### config.mk
export PLATFORM = sky130hd
export DESIGN_NAME = mem_dump_ctrl
export DESIGN_NICKNAME = d
export VERILOG_FILES = /design/src/rtl/mem_dump_ctrl.sv
export SDC_FILE = /design/constraint.sdc
export NUM_CORES = 1
export LEC_CHECK = 0
export CORE_ASPECT_RATIO = 0.7
export CORE_UTILIZATION = 49
export CTS_CLUSTER_DIAMETER = 30
export CTS_CLUSTER_SIZE = 28
export DETAILED_ROUTE_END_ITERATION = 10
export GPL_TIMING_DRIVEN = 0
export HOLD_SLACK_MARGIN = 0.1
export PLACE_DENSITY = 0.85
export RECOVER_POWER = 25
export SYNTH_ARGS = -nofsm -noshare
export SYNTH_HDL_FRONTEND = slang
export SYNTH_SLANG_ARGS = --single-unit
### constraint.sdc
create_clock -name clk -period 5.09 [get_ports clk]
set_input_delay 1.018 -clock clk [delete_from_list [all_inputs] [get_ports clk]]
set_output_delay 1.018 -clock clk [all_outputs]
set_load 0.1 [all_outputs]
### src/rtl/mem_dump_ctrl.sv
// Debug memory-dump sequencer: freezes the pipeline, walks every data-memory word
// through the debug read port and streams each word little-endian to the UART TX.
module mem_dump_ctrl #(
    parameter int NUM_WORDS = 32,
    parameter int READ_LAT  = 1
) (
    input  logic        clk,
    input  logic        rst,
    input  logic        start_i,
    input  logic        abort_i,
    output logic        stall_o,
    output logic        debug_on_o,
    output logic [31:0] debug_addr_o,
    input  logic [31:0] mem_data_i,
    output logic [7:0]  tx_data_o,
    output logic        tx_valid_o,
    input  logic        tx_ready_i,
    output logic        busy_o,
    output logic        done_o,
    output logic [2:0]  dbg_state_o
);

    localparam int ADDR_W = (NUM_WORDS > 1) ? $clog2(NUM_WORDS) : 1;
    localparam logic [ADDR_W-1:0] LAST_ADDR = ADDR_W'(NUM_WORDS - 1);
    localparam logic [2:0] LAT_MAX = 3'(READ_LAT);

    typedef enum logic [2:0] {
        IDLE = 3'd0,
        WAIT = 3'd1,
        CAPT = 3'd2,
        SEND = 3'd3,
        DONE = 3'd4
    } state_t;

    state_t            state, stateNext;
    logic [ADDR_W-1:0] addr, addrNext;
    logic [2:0]        latCnt, latCntNext;
    logic [1:0]        byteIdx, byteIdxNext;
    logic [31:0]       word, wordNext;
    logic              xfer;

    // Handshake: a byte moves on a rising edge where tx_valid_o and tx_ready_i are both
    // high; while ready is low, tx_valid_o stays high and tx_data_o holds its value.
    assign xfer = (state == SEND) && tx_ready_i;

    always_ff @(posedge clk) begin
        if (!rst) begin
            state   <= IDLE;
            addr    <= '0;
            latCnt  <= '0;
            byteIdx <= '0;
            word    <= '0;
        end else begin
            state   <= stateNext;
            addr    <= addrNext;
            latCnt  <= latCntNext;
            byteIdx <= byteIdxNext;
            word    <= wordNext;
        end
    end

    always_comb begin
        stateNext   = state;
        addrNext    = addr;
        latCntNext  = latCnt;
        byteIdxNext = byteIdx;
        wordNext    = word;
        case (state)
            IDLE: begin
                if (start_i && !abort_i) begin
                    stateNext  = WAIT;
                    addrNext   = '0;
                    latCntNext = '0;
                end
            end
            WAIT: begin
                if (abort_i) begin
                    stateNext = IDLE;
                end else if (latCnt == LAT_MAX) begin
                    stateNext = CAPT;
                end else begin
                    latCntNext = latCnt + 3'd1;
                end
            end
            CAPT: begin
                if (abort_i) begin
                    stateNext = IDLE;
                end else begin
                    wordNext    = mem_data_i;
                    byteIdxNext = '0;
                    stateNext   = SEND;
                end
            end
            SEND: begin
                // An abort still lets the byte on the wire this cycle complete.
                if (abort_i) begin
                    stateNext = IDLE;
                end else if (xfer) begin
                    if (byteIdx != 2'd3) begin
                        byteIdxNext = byteIdx + 2'd1;
                    end else if (addr == LAST_ADDR) begin
                        stateNext = DONE;
                    end else begin
                        addrNext   = addr + ADDR_W'(1);
                        latCntNext = '0;
                        stateNext  = WAIT;
                    end
                end
            end
            DONE: begin
                stateNext = IDLE;
            end
            default: begin
                stateNext = IDLE;
            end
        endcase
    end

    // Outputs decode from state and registers only, so no input reaches an output.
    assign stall_o      = (state != IDLE);
    assign busy_o       = (state != IDLE);
    assign debug_on_o   = (state == WAIT) || (state == CAPT) || (state == SEND);
    assign debug_addr_o = debug_on_o ? 32'(addr) : 32'd0;
    assign tx_valid_o   = (state == SEND);
    assign tx_data_o    = (state == SEND) ? word[{byteIdx, 3'b000} +: 8] : 8'd0;
    assign done_o       = (state == DONE);
    assign dbg_state_o  = state;

endmodule

Word-level counts from Yosys, hierarchy flattened
Cells that the tools add are included.

$add $sub $neg: 3. Equal/unequal tests: 19. Shift-type cells: 1. Multiplexer cells: 30. Bitwise operators: 1. Reduce and logical (&&, ||, !) cells: 15.

Operators by type and width (count): $mux W3 (14); $shiftx A32 B6 Y8 (1); $mux W5 (6); $ne A2 B2 Y1 const B (8); $pmux W3 S4 (1); $mux W2 (5); $pmux W5 S2 (1); $pmux W3 S3 (1); $mux W8 (1); $reduce_and A8 Y1 (1); $eq A3 B1 Y1 const B (2); $eq A3 B2 Y1 const B (2); $ne A3 B3 Y1 const B (2); $reduce_and A6 Y1 (1); $reduce_bool A3 Y1 (2); $add A5 B1 Y5 const B (1); $eq A5 B5 Y1 const B (1); $reduce_and A5 Y1 (1); $ne A2 B1 Y1 const B (2); $pmux W2 S2 (1); $reduce_and A4 Y1 (1); $reduce_bool A2 Y1 (2); $add A3 B1 Y3 const B (1); $eq A3 B3 Y1 const B (1); 8 further kinds (10).

Bits in registers: 45. Input bits: 37. Output and inout port bits: 48. Logic and storage cells: 74.

Depth between registers and ports, before layout
Depth in word-level cells: 6. Gate-level depth with buffers: 7. Depth with buffers taken out: 7.

Worst setup path before layout
OpenSTA, ideal clock, no wires.

Kind: register -> output. From: register state[1], in the netlist dbg_state_o[1]. To: output debug_addr_o[0]. Data arrival time: 3588 ps. Required time: 4072 ps. Slack: 484 ps. Cell stages (with the launch flop): 5. Path buffers: 1. Cell sequence: dfxtp_1 buf_4 nor2_1 nor2_1 and2_1.

Word-level cells in the longest chain between the ends: 4. Elaborated cells on any way between the ends: 6. Those cells by class: eq/ne (3); mux (1); reduce/logical (2).

Ends and longest elaborated chain: start: declaration (RTL line 35) `state_t state, stateNext;`; start signal: assignment (RTL line 54) `state <= stateNext;`; $eq A3 B1 Y1 or $eq A3 B2 Y1 (tied branches) (RTL line 122) `assign debug_on_o = (state == WAIT) || (state == CAPT) || (state == SEND);`; $logic_or A1 B1 Y1 (RTL line 122); $logic_or A1 B1 Y1 * (RTL line 122); net debug_on_o (RTL line 12) `output logic debug_on_o,`; $mux W5 * (RTL line 123) `assign debug_addr_o = debug_on_o ? 32'(addr) : 32'd0;`; end: declaration (RTL line 13) `output logic [31:0] debug_addr_o,`.

The timed path passes the listed nets; every way through them passes the cells marked *.

Worst setup path in the final report
From: register byteIdx[1]. To: output tx_data_o[7].

Word-level cells in the longest chain between the ends: 2.

Ends and longest elaborated chain: start: declaration (RTL line 38) `logic [1:0] byteIdx, byteIdxNext;`; start signal: assignment (RTL line 57) `byteIdx <= byteIdxNext;`; $shiftx A32 B6 Y8 (RTL line 125) `assign tx_data_o = (state == SEND) ? word[{byteIdx, 3'b000} +: 8] : 8'd0;`; $mux W8 (RTL line 125); end: declaration (RTL line 15) `output logic [7:0] tx_data_o,`.

Every way passes these cells.

==> results.toml <==
[floorplanning]
die_w_um = 87.2
core-area_sq_um = 4830
die-area_sq_um = 5370
start_util = 0.514
fp.dieH_um = 61.6
io_pins = 85
rows = 21

[clock_network]
cts.hold.buffers_added = 0
htreeDepth = 2
cts_setup_buffers = 0
cts.sinks = 45
cts_resized = 0
insertion_delay_ns = 0.30
cts_buffers = 5
clk_pin_slew_worst_paths_ns = 0.09
tritoncts = "yes"
root_buffer = "clkbuf_8"
clk_path_buf_depth = 2

[placed_design]
place.gp.congestion = 0.806
io_buffers = 55
place_hpwl_um = 4230
placed_area_sq_um = 3220

[pwr]
p_per_area_nw_per_um2 = 287
leakage_uw = 0.00130
ir_drop_mv = 0.160

[cells_and_area]
finalInstanceArea_sq_um = 3310
layout_commonest_cell = "nand2_1"
diodes = 0
drive_gt1_frac = 0.154
fin_util = 0.685
fin_nets = 410
layout_common_cells = "nand2_1, clkdlybuf4s50_1, dfxtp_1"
syn2layout_area_growth_pct = 33.1

[logic_synthesis]
yosysSeqAreaShare = 0.362
ys_seq_elements = 45
synthCells = 280
syn_area_sq_um = 2490
synth_area_per_cell_sq_um = 8.88
synth-edff-count = 0
synth.lib_cells_used.distinct = 47
ys_warn_count = 0
synthArstFlopShare = 0
synth_ff_type = "dfxtp_1"

[worst_setup_path]
cp_data_required_time_ns = 4.07
worstRegToRegCells = 7
crit_start = "byteIdx[1]$_SDFFE_PN0P_"
r2r_end = "latCnt[2]$_SDFFE_PN0P_"
crit_type = "flop to output pin"
worstPathArrival_ns = 2.79
endpoint_kind = "output pin"
regToRegSetupSlack_ns = 2.96
critPathLaunchType = "flop"
crit_fanout = 9
regToRegStartpoint = "addr[1]$_SDFFE_PN0P_"

[global_route]
grt_pass1_vias = 1955
grt_overflow = 0
track_usage = 0.224
grt_pass1_wl_um = 9020
antenna_found_initial = 0
grt_max_degree = 14

[timing]
period_share = 0.749
hold_ws_ns = 0.455
skew_ns = 0.00795
setup_viol = 0
slew_violations = 0
rsz0062_at_grt = "false"
fin_setup_tns_ns = 0
finalCriticalPeriod_ns = 3.81
relSlewSlack = 0.326
finalHoldViolCount = 0
worst_pin_slew_ns = 1.01
clock.fmax_mhz = 262

[hold_path]
hold_depth = 2
hp-class = "flop to flop"
hold_end = "word[13]$_SDFFE_PN0P_"
hold_start = "word[13]$_SDFFE_PN0P_"

[routing]
drt_iter0_drc = 167
viasPerCell = 4.88
route.detailed.drc = 0
wirelength_um = 5580
vias = 2139
post_drt_wl_per_cell_um = 12.7
dr.pass1.iters = 4
ant_nets = 0

[outcome]
status = "complete, no violations"

[run]
max_cap_violations = 0
==> synthesized netlist by cell type (2+ instances only) <==
cell	n	area, sq um
nand2b_1	4	25.0
o21ai_0	3	15.0
buf_2	5	25.0
and2_1	6	37.5
nand3_1	2	10.0
dfxtp_1	45	901
mux4_2	8	180
buf_4	29	218
nor2b_1	11	68.8
buf_6	6	67.6
a21oi_1	2	10.0
nor2_1	7	26.3
nand2_1	68	255
a21boi_0	3	22.5
ha_1	5	62.6
a21boi_1	30	225
mux2i_1	3	30.0
inv_1	5	18.8
clkbuf_1	7	26.3
a22o_1	2	17.5
nand3b_1	3	22.5
==> cell families (layout without fill, tap and decap cells) <==
kind of cell,Yosys count,after routing,share of synthesized area
AO/OA/AOI/OAI,52,52,0.158
adder cells (fa/ha/maj),5,5,0.0252
buffers and inverters,52,115,0.143
flip-flops,45,45,0.362
multiplexers,12,12,0.0890
other,1,27,0.00151
AND/OR/NAND/NOR,113,113,0.221
==> state kept, by name, summed over array words and instances, names as in the netlist <==
signal and flops:
word 32, byteIdx 2, addr 5, latCnt 3
dbg_state_o 3
==> where the power goes <==
group          total [uW]  switching [uW]  internal [uW]
Clock                 280             120            160
Combinational         300             210           89.7
Sequential            372            8.33            364
Total                 952             338            614
==> metal layers <==
layer / part of all wire / vias up / GRT usage / routed length [um]
met2: 0.46 / 85 / 0.362 / 2540
met5: 0 / - / 0 / 0
met1: 0.45 / 982 / 0.305 / 2540
met3: 0.073 / 11 / 0.0469 / 409
met4: 0.016 / 0 / 0.0726 / 91
li1: - / 1061 / - / -
==> critical path, cell delays in order (launching register included) <==
cell	delay (ns)
dfxtp_1	0.34
clkbuf_1	0.45
mux4_2	0.56
nor2b_1	0.15
clkdlybuf4s50_1	0.99
==> per-stage QoR <==
step / worst slack [ns] / power [uW] / std cells
floorplan: 0.484 / 619 / 306
global placement: 1.61 / 678 / 430
detailed placement: 1.59 / 682 / 430
CTS: 1.26 / 958 / 438
global route: 1.15 / 987 / 438
finish: 1.28 / 952 / 438
==> layout make-up <==
type,count,area [sq um]
plain buffers,47,313
inverters,5,18.8
repair buffers,55,551
flip-flops and latches,45,901
well taps,69,86.3
clock buffers,7,86.3
clock inverters,1,30.0
fillers,411,1520
multi-input cells,209,1330
==> worst max path at each step <==
stage / end / slack [ns] / depth (start not counted)
finish: tx_data_o[7] / 1.28 / 4
detailed placement: tx_data_o[7] / 1.59 / 4
global route: tx_data_o[7] / 1.15 / 4
CTS: tx_data_o[7] / 1.26 / 4
global placement: tx_data_o[7] / 1.61 / 4
floorplan: debug_addr_o[0] / 0.48 / 4
Note: power is estimated with default switching activity, not from simulation.
